<file path="config.mk">
export PLATFORM = sky130hd
export DESIGN_NAME = instr_fetch_unit
export DESIGN_NICKNAME = d
export VERILOG_FILES = /design/src/rtl/ifu_pkg.sv /design/src/rtl/ifu_fifo.sv /design/src/rtl/instr_fetch_unit.sv
export SDC_FILE = /design/constraint.sdc
export NUM_CORES = 1
export LEC_CHECK = 0
export CAP_MARGIN = 20
export CORE_ASPECT_RATIO = 0.8
export CORE_MARGIN = 2
export CORE_UTILIZATION = 50
export DETAILED_ROUTE_END_ITERATION = 8
export PLACE_DENSITY = 0.76
export SKIP_LAST_GASP = 1
export SLEW_MARGIN = 20
export SYNTH_ARGS = -nofsm -noshare
export SYNTH_HDL_FRONTEND = slang
export SYNTH_SLANG_ARGS = --single-unit
</file>
<file path="constraint.sdc">
create_clock -name clk -period 4.25 [get_ports clk]
set_clock_uncertainty 0.2 [all_clocks]
set_input_delay 0.85 -clock clk [delete_from_list [all_inputs] [get_ports clk]]
set_output_delay 0.85 -clock clk [all_outputs]
set_load 0.02 [all_outputs]
</file>
<file path="src/rtl/ifu_pkg.sv">
// Shared types and constants for the instruction fetch unit.
// Fetch entries pair an instruction word with the PC it was fetched from.
package ifu_pkg;

    localparam logic [31:0] NOP_INSTR        = 32'h0000_0013;
    localparam logic [31:0] RESET_PC_DEFAULT = 32'h0000_0000;

    typedef struct packed {
        logic [31:0] pc;
        logic [31:0] instr;
    } fetch_entry_t;

    function automatic logic [31:0] word_align(input logic [31:0] addr);
        return {addr[31:2], 2'b00};
    endfunction

endpackage

</file>
<file path="src/rtl/ifu_fifo.sv">
// Synchronous FIFO of fetch entries with synchronous flush and occupancy count.
// Flush wins over push/pop in the same cycle.
module ifu_fifo
    import ifu_pkg::*;
#(
    parameter int DEPTH = 4
) (
    input  logic                     clk,
    input  logic                     reset,
    input  logic                     flush,
    input  logic                     push,
    input  fetch_entry_t             push_data,
    input  logic                     pop,
    output fetch_entry_t             head,
    output logic [$clog2(DEPTH):0]   count,
    output logic                     empty,
    output logic                     full
);

    localparam int AW = $clog2(DEPTH);
    localparam int CW = AW + 1;

    fetch_entry_t   mem [DEPTH];
    logic [AW-1:0]  wr_ptr;
    logic [AW-1:0]  rd_ptr;

    always_ff @(posedge clk) begin
        if (push && !flush) begin
            mem[wr_ptr] <= push_data;
        end
    end

    always_ff @(posedge clk or posedge reset) begin
        if (reset) begin
            wr_ptr <= '0;
            rd_ptr <= '0;
            count  <= '0;
        end else if (flush) begin
            wr_ptr <= '0;
            rd_ptr <= '0;
            count  <= '0;
        end else begin
            if (push) begin
                wr_ptr <= wr_ptr + AW'(1);
            end
            if (pop) begin
                rd_ptr <= rd_ptr + AW'(1);
            end
            count <= count + CW'(push) - CW'(pop);
        end
    end

    assign head  = mem[rd_ptr];
    assign empty = (count == '0);
    assign full  = (count == CW'(DEPTH));

    always @(posedge clk) begin
        if (!reset && !flush) begin
            assert (!(push && full && !pop));
            assert (!(pop && empty));
        end
    end

endmodule

</file>
<file path="src/rtl/instr_fetch_unit.sv">
// Fetch PC owner: issues word requests, tracks in-flight and stale responses,
// and buffers returned instructions with their PCs for decode.
module instr_fetch_unit
    import ifu_pkg::*;
#(
    parameter int              XLEN     = 32,
    parameter logic [XLEN-1:0] RESET_PC = RESET_PC_DEFAULT,
    parameter int              DEPTH    = 4
) (
    input  logic            clk,
    input  logic            reset,
    output logic            imem_req_valid,
    input  logic            imem_req_ready,
    output logic [XLEN-1:0] imem_req_addr,
    input  logic            imem_rsp_valid,
    input  logic [XLEN-1:0] imem_rsp_data,
    input  logic            redirect_valid,
    input  logic [XLEN-1:0] redirect_pc,
    output logic            if_valid,
    input  logic            if_ready,
    output logic [XLEN-1:0] if_instr,
    output logic [XLEN-1:0] if_pc
);

    localparam int CW = $clog2(DEPTH) + 1;

    logic [XLEN-1:0] fetch_pc;
    logic [CW-1:0]   inflight;
    logic [CW-1:0]   drop;
    logic [CW-1:0]   drop_redirect;
    logic [CW:0]     pending;
    logic [CW:0]     occupancy;

    logic [CW-1:0]   pcq_count;
    logic [CW-1:0]   buf_count;
    logic            pcq_empty;
    logic            pcq_full;
    logic            buf_empty;
    logic            buf_full;
    fetch_entry_t    pcq_in;
    fetch_entry_t    pcq_head;
    fetch_entry_t    buf_in;
    fetch_entry_t    buf_head;

    logic            credit;
    logic            req_fire;
    logic            rsp_live;
    logic            rsp_drop;
    logic            rsp_take;
    logic            if_pop;
    logic            unused_bits;

    // Credit uses cycle-start occupancy so a slot freed this cycle is not reused.
    assign occupancy = {1'b0, inflight} + {1'b0, buf_count};
    assign credit    = (occupancy < (CW+1)'(DEPTH));

    assign imem_req_valid = !reset && !redirect_valid && credit;
    assign imem_req_addr  = fetch_pc;
    assign req_fire       = imem_req_valid && imem_req_ready;

    assign rsp_live = imem_rsp_valid && !redirect_valid;
    assign rsp_drop = rsp_live && (drop != '0);
    assign rsp_take = rsp_live && (drop == '0) && (inflight != '0);

    assign if_valid = !buf_empty;
    assign if_pop   = if_valid && if_ready && !redirect_valid;
    assign if_instr = if_valid ? buf_head.instr : NOP_INSTR;
    assign if_pc    = if_valid ? buf_head.pc : '0;

    assign pcq_in = '{pc: fetch_pc, instr: '0};
    assign buf_in = '{pc: pcq_head.pc, instr: imem_rsp_data};

    assign unused_bits = ^{redirect_pc[1:0], pcq_head.instr};

    // Everything still owed by memory becomes stale; a response landing now is one of them.
    always_comb begin
        pending       = {1'b0, drop} + {1'b0, inflight};
        drop_redirect = CW'(pending - (CW+1)'(imem_rsp_valid && (pending != '0)));
    end

    always_ff @(posedge clk or posedge reset) begin
        if (reset) begin
            fetch_pc <= RESET_PC;
            inflight <= '0;
            drop     <= '0;
        end else if (redirect_valid) begin
            fetch_pc <= {redirect_pc[XLEN-1:2], 2'b00};
            inflight <= '0;
            drop     <= drop_redirect;
        end else begin
            if (req_fire) begin
                fetch_pc <= fetch_pc + XLEN'(4);
            end
            inflight <= inflight + CW'(req_fire) - CW'(rsp_take);
            drop     <= drop - CW'(rsp_drop);
        end
    end

    ifu_fifo #(.DEPTH(DEPTH)) u_pc_queue (
        .clk       (clk),
        .reset     (reset),
        .flush     (redirect_valid),
        .push      (req_fire),
        .push_data (pcq_in),
        .pop       (rsp_take),
        .head      (pcq_head),
        .count     (pcq_count),
        .empty     (pcq_empty),
        .full      (pcq_full)
    );

    ifu_fifo #(.DEPTH(DEPTH)) u_fetch_buf (
        .clk       (clk),
        .reset     (reset),
        .flush     (redirect_valid),
        .push      (rsp_take),
        .push_data (buf_in),
        .pop       (if_pop),
        .head      (buf_head),
        .count     (buf_count),
        .empty     (buf_empty),
        .full      (buf_full)
    );

    always @(posedge clk) begin
        if (!reset) begin
            assert (!(imem_rsp_valid && (inflight == '0) && (drop == '0)));
            assert (inflight <= CW'(DEPTH));
            assert (drop <= CW'(DEPTH));
            assert (buf_count <= CW'(DEPTH));
            assert (pcq_count == inflight);
            assert (!(req_fire && pcq_full));
            assert (!(rsp_take && pcq_empty));
            assert (!(rsp_take && buf_full && !if_pop));
        end
    end

endmodule

</file>
==> flow_metrics.env <==
export IMPL_synth_top_area_cell="edfxtp_1"
export IMPL_hold_viol=0
export IMPL_cts_made_buffers=39
export IMPL_clockBufferDepth=3
export IMPL_vias=8717
export IMPL_cts_reportedPaths_clkPinSlew_ns=0.06
export IMPL_grt_first_pass_wirelength_mm=52.2
export IMPL_antenna_found_initial=0
export IMPL_mostFrequentLayoutCells="edfxtp_1 (368), clkdlybuf4s50_1 (160), mux4_2 (92)"
export IMPL_postRouteAntennaNets=0
export IMPL_nFillCells=2343
export IMPL_synth_avg_cell_area_um2=18.9
export IMPL_final_common_cell="edfxtp_1"
export IMPL_synth_warnings=0
export IMPL_dieWidth_um=208
export IMPL_start_kind="register"
export IMPL_path_max_fanout=62
export IMPL_dieArea_um2=34800
export IMPL_clock_latency_ns=0.53
export IMPL_required_ns=3.20
export IMPL_drt_wl_total_mm=33.5
export IMPL_max_cap_violations=0
export IMPL_layout_drive_gt1_share=0.178
export IMPL_ys_async_sr_fraction=0.113
export IMPL_first_global_vias=9044
export IMPL_area_delta_synth_final_pct=21.1
export IMPL_post_route_drc_count=0
export IMPL_yosys_top_cells_area="edfxtp_1 (66%), mux4_2 (12%), dfrtp_1 (7.1%)"
export IMPL_die_h_um=167
export IMPL_drt_wirelength_per_cell_um=22.1
export IMPL_arrival_ns=2.95
export IMPL_worst_slack_ns=0.254
export IMPL_hpwl_mm=20.8
export IMPL_rsz0062_at_grt="no"
export IMPL_hold_path_class="register to register"
export IMPL_synth_seq_cells=415
export IMPL_post_dp_cell_area_um2=18900
export IMPL_ir_drop_v=0.000251
export IMPL_post_place_ws_ns=0.302
export IMPL_status="complete, no violations"
export IMPL_path_class="register to primary output"
export IMPL_gp_congestion=0.827
export IMPL_core_um2=32600
export IMPL_setup_tns_ns=0
export IMPL_power_mw=10.1
export IMPL_synth_seq_area_share=0.735
export IMPL_worst_pin_slew_ns=0.933
export IMPL_max_slew_margin=0.377
export IMPL_placementRows=59
export IMPL_ys_flop_type="edfxtp_1"
export IMPL_cts_hold_buf=0
export IMPL_antenna_cells=0
export IMPL_netlist_area_um2=16600
export IMPL_cp_end_kind="primary output"
export IMPL_vias_per_cell=5.75
export IMPL_grt_ovfl_total=0
export IMPL_cts_tree="yes"
export IMPL_fin_crit_ns=4.00
export IMPL_start_util=0.510
export IMPL_cts_resized=1
export IMPL_setup_viol=0
export IMPL_final_nets=1156
export IMPL_synth_distinct_cells=49
export IMPL_cts_setup_buffers=0
export IMPL_synth_edf_count=368
export IMPL_synth_top_cell_area_share=0.664
export IMPL_cts_htree_levels=2
export IMPL_port_buffers=161
export IMPL_grt_max_degree=63
export IMPL_num_io_pins=168
export IMPL_drv_slew=0
export IMPL_syn_inst=879
export IMPL_cts_root_buf="clkbuf_16"
export IMPL_finalCritPeriodShare=0.940
export IMPL_timing_fmax_ghz=0.250
export IMPL_dr_pass1_iters=5
export IMPL_stdcell_area_um2=20100
export IMPL_cts_sinks=415
export IMPL_p_per_area_nw_per_um2=501
export IMPL_p_leak_nw=6.63
export IMPL_drt_iter0_drc=771
export IMPL_track_usage=0.196
[Yosys cell counts, types with 13 or more instances]
| master | instances |
|---|---|
| and2_1 | 67 |
| buf_2 | 13 |
| nand4_1 | 14 |
| o21ai_0 | 21 |
| nand3_1 | 16 |
| ha_1 | 22 |
| dfrtp_1 | 47 |
| nor2_1 | 23 |
| clkbuf_1 | 20 |
| inv_1 | 18 |
| mux4_2 | 92 |
| nand2_1 | 40 |
| edfxtp_1 | 368 |
[metal layers]
metal | track usage | part of all wire | wire length (um) | up-vias
met5 | 0 | 0 | 0 | -
met4 | 0.0490 | 0.019 | 643 | 0
met3 | 0.0343 | 0.071 | 2380 | 52
met2 | 0.315 | 0.48 | 15900 | 344
met1 | 0.282 | 0.43 | 14500 | 4477
li1 | - | - | - | 3844
[final cells by class]
class | count | area [um^2] | share of cell area
Clock inverter | 18 | 164 | 0.00813
Inverter | 18 | 67.6 | 0.00335
Timing Repair Buffer | 183 | 1880 | 0.0935
Sequential cell | 415 | 12200 | 0.607
Clock buffer | 52 | 1100 | 0.0545
Multi-Input combinational cell | 404 | 4170 | 0.207
Tap cell | 427 | 534 | 0.0265
[logic make-up after synthesis]
| kind of cell | count (synthesis) | share of synthesized area |
|---|---|---|
| xor gates and xnor gates | 16 | 0.00842 |
| muxes | 100 | 0.130 |
| and+or+nand+nor | 203 | 0.0687 |
| buffers and inverters | 63 | 0.0163 |
| AOI/OAI and AO/OA | 56 | 0.0219 |
| adders and majority gates | 25 | 0.0201 |
| DFF | 415 | 0.735 |
| other | 1 | 0.000225 |
[path summary, 6_finish.rpt]
check / start / end / slack (ns) / depth (start not counted)
max reg2reg: u_fetch_buf.count[0]$_DFF_PP0_ / u_fetch_buf.count[2]$_DFF_PP0_ / 0.88 / 11
max in group asynchronous: reset / imem_req_addr[10]$_DFFE_PP0N_ / 2.49 / 3
max: u_fetch_buf.count[0]$_DFF_PP0_ / if_pc[24] / 0.25 / 4
min reg2reg: u_pc_queue.wr_ptr[0]$_DFFE_PP0N_ / u_pc_queue.wr_ptr[0]$_DFFE_PP0N_ / 0.36 / 1
min in group asynchronous: reset / imem_req_addr[18]$_DFFE_PP0N_ / 0.66 / 2
min: u_pc_queue.wr_ptr[0]$_DFFE_PP0N_ / u_pc_queue.wr_ptr[0]$_DFFE_PP0N_ / 0.36 / 1
[through the flow]
stage	hold slack (ns)	utilization	instances
after floorplan	0.315	-	882
after global placement	0.348	0.579	1447
after detailed placement	0.360	0.579	1447
after CTS	0.366	0.618	1517
after global routing	0.390	0.618	1517
final	0.362	0.618	1517
[power by group]
part	total, mW	internal (mW)	switching, mW	leakage, nW
logic	1.92	0.957	0.962	2.12
clock network	3.41	2.00	1.42	0.610
registers	4.76	4.57	0.187	3.90
[critical path: stages, from the launching register on]
cell and delay, ns:
dfrtp_1 0.43, nor3_2 0.54, inv_2 0.55, and2_1 0.31
clkdlybuf4s50_1 0.58
[flip-flops by register name, indices dropped and copies added (netlist names)]
signal and cells:
u_fetch_buf.mem 248, u_pc_queue.mem 120, imem_req_addr 30, drop 3, inflight 3, u_fetch_buf.count 3, u_fetch_buf.rd_ptr 2, u_fetch_buf.wr_ptr 2
u_pc_queue.rd_ptr 2, u_pc_queue.wr_ptr 2
(Power assumes the default switching activity.)
